--- config.mk ---
export PLATFORM = sky130hd
export DESIGN_NAME = nubus_vram_bridge
export DESIGN_NICKNAME = d
export VERILOG_FILES = /design/src/rtl/nubus_vram_bridge.sv
export SDC_FILE = /design/constraint.sdc
export NUM_CORES = 1
export LEC_CHECK = 0
export BUFFER_PORTS_ARGS = -buffer_cell sky130_fd_sc_hd__buf_2
export CORE_MARGIN = 2
export CORE_UTILIZATION = 53
export CTS_BUF_LIST = sky130_fd_sc_hd__clkbuf_8
export CTS_CLUSTER_SIZE = 25
export DETAILED_ROUTE_END_ITERATION = 10
export HOLD_SLACK_MARGIN = 0.12
export PLACE_DENSITY_LB_ADDON = 0.08
export SLEW_MARGIN = 20
export SYNTH_ARGS = -nofsm -noshare
export SYNTH_HDL_FRONTEND = slang
export SYNTH_SLANG_ARGS = --single-unit
export TNS_END_PERCENT = 10
--- constraint.sdc ---
create_clock -name clk -period 5.9 [get_ports clk]
set_clock_uncertainty 0.15 [all_clocks]
set_input_delay 1.18 -clock clk [delete_from_list [all_inputs] [get_ports clk]]
set_output_delay 1.18 -clock clk [all_outputs]
set_load 0.02 [all_outputs]
--- src/rtl/nubus_vram_bridge.sv ---
`default_nettype none
// +----------------------------------------------------------------------------+
// | nubus_vram_bridge: NuBus VRAM port to SDRAM client port bridge with        |
// | relocation, per-transaction timeout and optional read-ahead buffer         |
// | (enabled by defining NUBUS_VRAM_PREFETCH_EN).                              |
// | Revision: 1.0                                                              |
// +----------------------------------------------------------------------------+
module nubus_vram_bridge #(
  parameter logic [24:0] VRAM_BASE = 25'h1C00000,
  parameter int          TIMEOUT   = 255,
  parameter int          CNT_W     = 8
) (
  input  logic        clk,
  input  logic        reset,
  input  logic [24:0] vram_addr,
  input  logic [15:0] vram_dout,
  input  logic        vram_rd,
  input  logic        vram_wr,
  output logic [15:0] vram_din,
  output logic        vram_ready,
  output logic        sd_req,
  output logic        sd_we,
  output logic [24:0] sd_addr,
  output logic [15:0] sd_wdata,
  input  logic        sd_ack,
  input  logic        sd_rvalid,
  input  logic [15:0] sd_rdata,
  input  logic        err_clr,
  output logic        err_sticky
);

  localparam logic [2:0] c_idle      = 3'd0;
  localparam logic [2:0] c_issue     = 3'd1;
  localparam logic [2:0] c_wait_data = 3'd2;
  localparam logic [2:0] c_done      = 3'd3;
  localparam logic [2:0] c_release   = 3'd4;
`ifdef NUBUS_VRAM_PREFETCH_EN
  localparam logic [2:0] c_pf_issue  = 3'd5;
  localparam logic [2:0] c_pf_wait   = 3'd6;
`endif

  localparam logic [CNT_W-1:0] c_cnt_last = CNT_W'(TIMEOUT - 1);

  logic [2:0]       r_state;
  logic [CNT_W-1:0] r_cnt;
  logic [15:0]      r_vram_din;
  logic             r_sd_req;
  logic             r_sd_we;
  logic [24:0]      r_sd_addr;
  logic [15:0]      r_sd_wdata;
  logic             r_err;
  logic             w_timeout;
  logic             w_err_set;
  logic [24:0]      w_card_addr;

`ifdef NUBUS_VRAM_PREFETCH_EN
  logic [24:0] r_pf_addr;
  logic [15:0] r_pf_data;
  logic        r_pf_valid;
  logic        r_pf_pend;
  logic [24:0] w_pf_sd_addr;
  logic        w_pf_hit;

  assign w_pf_sd_addr = VRAM_BASE + r_pf_addr;
  assign w_pf_hit     = r_pf_valid && (r_pf_addr == vram_addr);
`endif

  // Relocation wraps modulo 2^25 by construction of the 25-bit sum.
  assign w_card_addr = VRAM_BASE + vram_addr;
  assign w_timeout   = (r_cnt == c_cnt_last);
  assign w_err_set   = w_timeout &&
                       (((r_state == c_issue) && !sd_ack) ||
                        ((r_state == c_wait_data) && !sd_rvalid));

  always_ff @(posedge clk) begin
    if (reset) begin
      r_state    <= c_idle;
      r_cnt      <= '0;
      r_vram_din <= '0;
      r_sd_req   <= 1'b0;
      r_sd_we    <= 1'b0;
      r_sd_addr  <= '0;
      r_sd_wdata <= '0;
`ifdef NUBUS_VRAM_PREFETCH_EN
      r_pf_addr  <= '0;
      r_pf_data  <= '0;
      r_pf_valid <= 1'b0;
      r_pf_pend  <= 1'b0;
`endif
    end else begin
      case (r_state)
        c_idle: begin
`ifdef NUBUS_VRAM_PREFETCH_EN
          if (vram_wr) begin
            r_pf_valid <= 1'b0;
            r_pf_pend  <= 1'b0;
          end else if (vram_rd) begin
            r_pf_valid <= 1'b0;
            r_pf_pend  <= 1'b1;
            r_pf_addr  <= vram_addr + 25'd1;
          end
          if (!vram_wr && vram_rd && w_pf_hit) begin
            r_vram_din <= r_pf_data;
            r_state    <= c_done;
          end else if (vram_wr || vram_rd) begin
            r_sd_req   <= 1'b1;
            r_sd_we    <= vram_wr;
            r_sd_addr  <= w_card_addr;
            r_sd_wdata <= vram_dout;
            r_cnt      <= '0;
            r_state    <= c_issue;
          end else if (r_pf_pend) begin
            r_pf_pend  <= 1'b0;
            r_sd_req   <= 1'b1;
            r_sd_we    <= 1'b0;
            r_sd_addr  <= w_pf_sd_addr;
            r_cnt      <= '0;
            r_state    <= c_pf_issue;
          end
`else
          // Write wins when both requests are raised together.
          if (vram_wr || vram_rd) begin
            r_sd_req   <= 1'b1;
            r_sd_we    <= vram_wr;
            r_sd_addr  <= w_card_addr;
            r_sd_wdata <= vram_dout;
            r_cnt      <= '0;
            r_state    <= c_issue;
          end
`endif
        end
        c_issue: begin
          if (sd_ack) begin
            r_sd_req <= 1'b0;
            r_state  <= r_sd_we ? c_done : c_wait_data;
            r_cnt    <= r_cnt + 1'b1;
          end else if (w_timeout) begin
            r_sd_req <= 1'b0;
            if (!r_sd_we) r_vram_din <= 16'hFFFF;
            r_state  <= c_done;
          end else begin
            r_cnt    <= r_cnt + 1'b1;
          end
        end
        c_wait_data: begin
          if (sd_rvalid) begin
            r_vram_din <= sd_rdata;
            r_state    <= c_done;
          end else if (w_timeout) begin
            r_vram_din <= 16'hFFFF;
            r_state    <= c_done;
          end else begin
            r_cnt      <= r_cnt + 1'b1;
          end
        end
        c_done: r_state <= c_release;
        // Hold here so a request still asserted after completion is not re-issued.
        c_release: begin
          if (!vram_rd && !vram_wr) r_state <= c_idle;
        end
`ifdef NUBUS_VRAM_PREFETCH_EN
        c_pf_issue: begin
          if (sd_ack) begin
            r_sd_req <= 1'b0;
            r_state  <= c_pf_wait;
            r_cnt    <= r_cnt + 1'b1;
          end else if (w_timeout) begin
            r_sd_req <= 1'b0;
            r_state  <= c_idle;
          end else begin
            r_cnt    <= r_cnt + 1'b1;
          end
        end
        c_pf_wait: begin
          if (sd_rvalid) begin
            r_pf_data  <= sd_rdata;
            r_pf_valid <= 1'b1;
            r_state    <= c_idle;
          end else if (w_timeout) begin
            r_state    <= c_idle;
          end else begin
            r_cnt      <= r_cnt + 1'b1;
          end
        end
`endif
        default: r_state <= c_idle;
      endcase
    end
  end

  // A timeout in the same cycle as err_clr leaves the flag set.
  always_ff @(posedge clk) begin
    if (reset) r_err <= 1'b0;
    else       r_err <= w_err_set || (r_err && !err_clr);
  end

  assign vram_ready = (r_state == c_done);
  assign vram_din   = r_vram_din;
  assign sd_req     = r_sd_req;
  assign sd_we      = r_sd_we;
  assign sd_addr    = r_sd_addr;
  assign sd_wdata   = r_sd_wdata;
  assign err_sticky = r_err;

endmodule
`default_nettype wire
======== Word-level counts from Yosys, hierarchy flattened ========
Index checks and enable logic that the tools add are counted.
word-level totals
  flip-flop bits (word level) ............. 71
  latch bits .............................. 0
  bits in writable memories ............... 0
  memory bits (read-only) ................. 0
  output and inout bits ................... 61
  logic and storage cells ................. 67
  memories ................................ 0
cells by class
  $add $sub $neg .......................... 2
  multipliers ............................. 0
  div/mod/pow operators ................... 0
  $lt $le $gt $ge ......................... 0
  eq/ne operators ......................... 13
  shift-type cells ........................ 0
  multiplexer cells ....................... 22
  bitwise logic cells ..................... 0
  reductions and logical operators ........ 22
operators by type and width
  operator                                             number
  two-way mux 16 bit                                   5
  two-way mux 8 bit                                    4
  one-hot mux 16 bit (2 select lines)                  1
  adder 25 bit, first input constant                   1
  one-hot mux 8 bit (3 select lines)                   1
  two-way mux 3 bit                                    5
  one-hot mux 3 bit (5 select lines)                   1
  inequality test 2 bit, second input constant         6
  adder 8 x 1 -> 8 bit, second input constant          1
  equality test 8 bit, second input constant           1
  equality test 3 x 2 -> 1 bit, second input constant  2
  inequality test 3 bit, second input constant         2
  AND reduction 3 bit                                  2
  logical AND 1 bit                                    5
  logical NOT 1 bit                                    5
  AND reduction 5 bit                                  1
  two-way mux 1 bit                                    4
  AND reduction 2 bit                                  2
  nonzero test 2 bit                                   2
  equality test 3 x 1 -> 1 bit, second input constant  1
  equality test 3 bit, second input constant           1
  logical NOT 3 bit                                    1
  logical OR 1 bit                                     3
  nonzero test 3 bit                                   1
  one-hot mux 1 bit (2 select lines)                   1

======== Longest topological paths before layout ========
Gate-level depths: netlist of run 1.
  depth after elaboration ................. 5
  mapped depth ............................ 7
  mapped depth without buffers ............ 6

======== Least setup slack after synthesis of run 1 ========
OpenSTA, ideal clock, no wires.
  path kind ............................... in2reg
  start ................................... input port sd_ack
  end ..................................... register r_cnt[4]
  library setup time ...................... 0.086 ns
  arrival time ............................ 2.442 ns
  data required time ...................... 5.664 ns
  path slack .............................. 3.222 ns
  cell stages on the path ................. 4
  buffers on the path ..................... 0
  cell sequence ........................... or3b_4 -> a2111oi_4 -> o21ai_1 -> a221oi_2
on the way
  longest elaborated chain between the ends .. 2
ends and longest elaborated chain
  element                             line  source
  start: declaration                  25    input logic sd_ack,
  two-way mux 8 bit                   133   if (sd_ack) begin
  one-hot mux 8 bit (3 select lines)  91    case (r_state)
  end signal: assignment              136   r_cnt <= r_cnt + 1'b1;
  end signal: assignment              142   r_cnt <= r_cnt + 1'b1;
  end signal: assignment              153   r_cnt <= r_cnt + 1'b1;
  end: declaration                    45    logic [CNT_W-1:0] r_cnt;
No other way between the ends.
A chain may end at the register's enable or synchronous reset.

======== Worst setup path in the final report of run 1 ========
  start ................................... register r_state[1]
  end ..................................... output port vram_ready
on the way
  longest elaborated chain between the ends .. 1
ends and longest elaborated chain
  element                       line  source
  start: declaration            44    logic [2:0] r_state;
  start signal: assignment      77    r_state <= c_idle;
  start signal: assignment      128   r_state <= c_issue;
  start signal: assignment      135   r_state <= r_sd_we ? c_done : c_wait_data;
  equality test 3 x 2 -> 1 bit  197   assign vram_ready = (r_state == c_done);
  end: declaration              20    output logic vram_ready,
No other way between the ends.

==> flow_summary.json, run 1 <==
{
  "syn2layout_area_growth_pct": 28.46,
  "h-tree-depth": 3,
  "placed_cell_area_mm2": 0.003542,
  "min-delay-start": "sd_wdata[8]",
  "final-hold-violation-count": 0,
  "postCtsHoldBufs": 0,
  "cts_setup_buffers": 0,
  "place.detailed.hpwl_um": 4889,
  "rows": 26,
  "cts_resized": 0,
  "numCtsBuffers": 9,
  "required_ps": 4570,
  "grt_start_max_net_pins": 56,
  "io_buffers": 124,
  "fin_tns_setup_ps": 0,
  "critPathLaunchType": "flop",
  "multiInputGateArea_mm2": 0.001304,
  "seqCellArea_mm2": 0.001421,
  "period_needed_ps": 2706,
  "irDropWorstVdd_mv": 0.1974,
  "worst_skew_pair.late_latency_ps": 340,
  "drive_gt1_share_pct": 34.18,
  "seq_area_frac_synth_pct": 48.84,
  "cap_violations": 0,
  "core_area_mm2": 0.005205,
  "rsz0062_at_grt": "false",
  "vias": 2743,
  "fp.dieW_um": 78.10,
  "final_cells": 544,
  "cp.arrival_ps": 1380,
  "layout.cells.most_common": "buf_2",
  "initial_utilization_pct": 55.91,
  "finalNetCount": 536,
  "final_max_slew_viol_count": 0,
  "cellLeakagePower_nw": 1.700,
  "post-place-ws_ps": 2912,
  "dieArea_mm2": 0.006100,
  "path_buf_inv": 2,
  "final_cell_mix": "buf_2 (124), nand2_1 (84), dfxtp_1 (71)",
  "worstSetupPathType": "reg -> out",
  "r2r_start": "r_state[2]",
  "timing.hold.ws_ps": 302.0,
  "outcome": "finished, final reports clean",
  "drc": 0,
  "ant_nets": 0,
  "fp.dieH_um": 78.10,
  "startpoint": "r_state[1]",
  "tightest_slew_ps": 977.8,
  "ctsLongestPathBuffers": 2,
  "n_antenna_cell": 0,
  "grt_pass1_vias": 2482,
  "track_usage_pct": 23.34,
  "place_inst": 528,
  "slowest_stage": "dfxtp_1",
  "wl_um": 7010,
  "final_area_mm2": 0.003739,
  "dr.pass1.iters": 4,
  "clk_pin_slew_ps": 80,
  "grt_first_pass_wirelength_um": 11440,
  "synth_seq_cells": 71,
  "place.gp.congestion": 0.8871,
  "synth_cells": 353,
  "avgSynthCellArea_um2": 8.244,
  "hp-class": "reg -> reg",
  "pin_count": 125,
  "synth_edf_count": 0,
  "yosysWarnings": 0,
  "synth_ff_type": "dfxtp_1",
  "ys_async_sr_fraction_pct": 0,
  "slew_headroom_pct": 34.67,
  "max_freq_mhz": 369.5,
  "wire_per_inst_um": 12.89,
  "grt-ovfl-total": 0,
  "end_kind": "output port",
  "drtIter0Drc": 161,
  "synthesis.nets": 420,
  "powerDensity_mw_per_mm2": 301.7,
  "period_share_pct": 45.87,
  "cts_sinks": 71,
  "setup_violations": 0,
  "cts-root-buf": "clkbuf_8",
  "slowest_delay_ps": 520,
  "netlist_area_mm2": 0.002910,
  "ys_types": 42,
  "crit_fanout": 10,
  "routed_via_density": 5.042,
  "fill_cells": 450,
  "cts_tree": "yes",
  "antenna_found_initial": 0,
  "fin_ws_ps": 3194,
  "path_cells": "nor2b_1 -> nand2_1 -> inv_1 -> buf_2",
  "path_delay_family": "flip-flops"
}
==> through the flow <==
step                      total power, mW  util (%)
after floorplan                    0.6819         -
after global placement             0.7508     68.05
after detailed placement           0.7548     68.05
after CTS                           1.138     71.83
after global routing                1.189     71.83
final                               1.128     71.83
==> worst paths after layout <==
check | cells past startpoint | slack, ps | endpoint
worst min register to register | 2 | 300 | sd_wdata[8]
worst max register to register | 4 | 3450 | sd_addr[24]
worst max-delay path | 4 | 3190 | vram_ready
worst min-delay path | 2 | 300 | sd_wdata[8]
==> worst reg2reg max path, delay by kind of cell (launching register included) <==
kind / cells / cell delay (ps)
compound gates: 1 / 230
flops: 1 / 450
simple gates: 3 / 1520
==> where the power goes <==
group / total [mW] / switching (mW) / leakage [nW] / internal, mW
clock network: 0.384 / 0.189 / 0.0956 / 0.196
logic: 0.210 / 0.135 / 1.02 / 0.0752
registers: 0.533 / 0.0206 / 0.581 / 0.513
==> final cells by class <==
type,instances,share of cell area (%)
clock buffers,9,3.313
clock inverters,7,1.941
inverters,25,2.510
multi-input cells,236,34.87
flip-flops and latches,71,38.02
well taps,70,2.343
repair buffers,126,17.00
==> Yosys cell counts (3+ instances only) <==
master | n | area share, %
a211oi_1 | 11 | 2.8
a211oi_2 | 10 | 4.3
a21oi_1 | 45 | 7.7
buf_6 | 3 | 1.2
clkbuf_1 | 15 | 1.9
dfxtp_1 | 71 | 49
ha_1 | 3 | 1.3
inv_1 | 25 | 3.2
nand2_1 | 84 | 11
nand3_1 | 3 | 0.52
nor2_1 | 30 | 3.9
nor2b_1 | 5 | 1.1
o21ai_0 | 9 | 1.5
==> logic make-up (layout without fill, tap and decap cells) <==
| group | Yosys count | after routing | synth area share, % |
|---|---|---|---|
| DFF | 71 | 71 | 48.84 |
| AOI/OAI and AO/OA | 95 | 95 | 23.00 |
| adders and majority gates | 3 | 3 | 1.290 |
| and+or+nand+nor | 136 | 136 | 19.52 |
| xor gates and xnor gates | 2 | 2 | 0.6020 |
| buffers and inverters | 46 | 167 | 6.749 |
==> state kept, by name, indices dropped and copies added, names as in the netlist <==
| name | flops |
|---|---|
| err_sticky | 1 |
| r_state | 3 |
| vram_din | 16 |
| r_cnt | 8 |
| sd_addr | 25 |
| sd_wdata | 16 |
| sd_we | 1 |
| sd_req | 1 |
==> layer usage <==
| layer | share of wire (%) | GRT usage, % | routed length [µm] |
|---|---|---|---|
| met2 | 48 | 38.28 | 3397 |
| met4 | 1.5 | 9.298 | 108 |
| met3 | 6.0 | 4.598 | 419 |
| met5 | 0 | 0 | 0 |
| met1 | 44 | 30.31 | 3085 |
Note: power is estimated with default switching activity, not from simulation.
==> run 2: changes to the inputs <==
Settings changed: ABC_AREA set to 1, CORE_UTILIZATION 53 to 49.
Clock period 5.9 ns to 2.8 ns, I/O delays scaled along.
==> run 2 against run 1 <==
Against the previous run: sequential power increased by 120%; register-to-register slack lost 2400 ps; synthesized cell count rose by 8.5%; largest cell class unchanged; highest routed layer unchanged.
==> flow_summary.json, run 2 <==
{
  "cts_tree": "yes",
  "worst_r2r_path_depth": 5,
  "required_ps": 2090,
  "syn2layout_area_growth_pct": 30.43,
  "postCtsHoldBufs": 0,
  "synth.top_cell.area_share_pct": 49.03,
  "synthesis.nets": 450,
  "cap_violations": 0,
  "yosysMostFrequentCell": "nand2_1",
  "place.detailed.hpwl_um": 4760,
  "n_antenna_cell": 0,
  "worst_skew_pair.late_latency_ps": 340,
  "finalNetCount": 570,
  "layout.cells.most_common": "buf_2",
  "crit_fanout": 7,
  "synth_edf_count": 0,
  "grt_pass1_vias": 2500,
  "slowest_stage": "dfxtp_1",
  "fp.dieW_um": 80.92,
  "powerDensity_mw_per_mm2": 691.3,
  "clk_pin_slew_ps": 70,
  "ys_async_sr_fraction_pct": 0,
  "seqCellArea_mm2": 0.001421,
  "pwr-share-seq_pct": 44.1,
  "seq_area_frac_synth_pct": 49.03,
  "power.switching_uw": 759.0,
  "fin_tns_setup_ps": 0,
  "grt-ovfl-total": 0,
  "numCtsBuffers": 9,
  "drc": 0,
  "cts-root-buf": "clkbuf_8",
  "core_area_mm2": 0.005816,
  "fp.dieH_um": 80.92,
  "slowest_delay_ps": 470,
  "clkPwrFrac_pct": 36.7,
  "synth_top_area_cell": "dfxtp_1",
  "worstSetupPathType": "reg -> out",
  "reg2reg_slack_ps": 1050,
  "p_comb_share_pct": 19.2,
  "grt_start_max_net_pins": 47,
  "p_int_mw": 1.855,
  "end_kind": "output port",
  "h-tree-depth": 3,
  "irDropWorstVdd_mv": 0.3826,
  "dieArea_mm2": 0.006548,
  "setup_violations": 0,
  "grt_first_pass_wirelength_um": 11180,
  "synth_area_leaders": "dfxtp_1 (49%), nand2_1 (14%), a21oi_1 (10%)",
  "rows": 28,
  "final-hold-violation-count": 0,
  "tightest_slew_ps": 702.8,
  "avgSynthCellArea_um2": 7.569,
  "path_buf_inv": 2,
  "rsz0062_at_grt": "false",
  "pin_count": 125,
  "place.gp.congestion": 0.8495,
  "antenna_found_initial": 0,
  "wl_um": 6904,
  "min_to": "sd_addr[22]",
  "path_delay_family": "flip-flops",
  "whs_path_depth": 2,
  "slew_headroom_pct": 53.09,
  "final_cell_mix": "buf_2 (124), nand2_1 (109), dfxtp_1 (71)",
  "timing.hold.ws_ps": 261.1,
  "synth_cells": 383,
  "post-route-util_pct": 65.02,
  "initial_utilization_pct": 49.85,
  "cp.arrival_ps": 1350,
  "multiInputGateArea_mm2": 0.001240,
  "ys_types": 25,
  "r2r_start": "r_state[0]",
  "wire_per_inst_um": 11.84,
  "netlist_area_mm2": 0.002899,
  "yosysWarnings": 0,
  "ant_nets": 0,
  "final_max_slew_viol_count": 0,
  "ctsLongestPathBuffers": 2,
  "hp-class": "in -> reg",
  "drtIter0Drc": 153,
  "outcome": "finished, final reports clean",
  "synth_common_cells": "nand2_1 (109), dfxtp_1 (71), a21oi_1 (60)",
  "cts_setup_buffers": 0,
  "min-delay-start": "vram_addr[22]",
  "synth_seq_cells": 71,
  "routed_via_density": 4.878,
  "drive_gt1_share_pct": 32.09,
  "io_buffers": 124,
  "period_needed_ps": 2059,
  "vias": 2844,
  "cellLeakagePower_nw": 1.835,
  "largest_reg_flops": 25,
  "max_freq_mhz": 485.6,
  "reg2reg_to": "sd_addr[21]",
  "cts_sinks": 71,
  "p_sw_share_pct": 29.04,
  "path_cells": "inv_1 -> nor3_1 -> buf_2",
  "period_share_pct": 73.54,
  "synth_ff_type": "dfxtp_1",
  "cts_resized": 0,
  "dr.pass1.iters": 4,
  "fill_cells": 556,
  "track_usage_pct": 21.90,
  "critPathLaunchType": "flop"
}
run 2: changes by cell type in the layout (fill, tap and decap cells not counted), sizes merged, moves of 5 or more:
cell	delta
nand2	+28
nand3	+10
nor2	-16
o21ai	+19
inv	+16
a21oi	+25
nor2b	-5
a211oi	-21
run 2: final cells by class:
type / count / area share (%)
timing repair buffer: 126 / 16.81
multi-input combinational: 254 / 32.79
clock inverter: 7 / 2.978
tap: 75 / 2.482
inverter: 41 / 4.070
sequential: 71 / 37.59
clock buffer: 9 / 3.276
run 2: worst max path at each step:
stage / from / to / slack, ps / depth (start not counted)
6_report: r_state[0] / vram_ready / 740 / 3
5_1_grt: r_state[0] / vram_ready / 660 / 3
4_1_cts: r_state[0] / vram_ready / 720 / 3
3_5_place_dp: vram_wr / sd_addr[24] / 840 / 7
3_3_place_gp: vram_wr / sd_addr[24] / 890 / 7
2_1_floorplan: r_state[0] / vram_ready / 1060 / 2
run 2: power groups by stage:
stage / Clock [mW] / Combinational, mW / Sequential [mW]
3_5_place_dp: 0 / 0.504 / 1.17
2_1_floorplan: 0 / 0.257 / 1.26
3_3_place_gp: 0 / 0.498 / 1.17
5_1_grt: 1.04 / 0.561 / 1.16
6_report: 0.960 / 0.501 / 1.15
4_1_cts: 0.985 / 0.505 / 1.15
run 2: kinds of logic (layout without fill, tap and decap cells):
| kind of cell | after synthesis | after routing | share of synthesized area [%] |
|---|---|---|---|
| AOI/OAI and AO/OA | 102 | 102 | 19.16 |
| xor gates and xnor gates | 4 | 4 | 1.208 |
| adders and majority gates | 3 | 3 | 1.295 |
| buffers and inverters | 58 | 183 | 8.200 |
| DFF | 71 | 71 | 49.03 |
| and+or+nand+nor | 145 | 145 | 21.10 |
run 2: worst register-to-register path, delay by kind of cell (launching register included):
family	cells	cell delay, ps
AO/OA/AOI/OAI	1	190
buffers and inverters	1	530
AND/OR/NAND/NOR	3	420
flip-flops	1	380
run 2: per-layer routing:
layer	track usage [%]	vias to the layer above	routed length, µm
li1	-	1475	-
met1	27.37	1262	3046
met2	34.88	99	3229
met3	8.667	8	570
met4	6.610	0	59
met5	0	-	0
run 2: stage by stage:
stage               area, µm²  worst slack, ps  std cells  power, mW
floorplan                2899             1057        383      1.513
CTS                      3781            724.9        583      2.643
detailed placement       3545            841.3        567      1.679
global route             3781            662.6        583      2.768
finish                   3781            740.9        583      2.614
global placement         3545            886.3        567      1.671
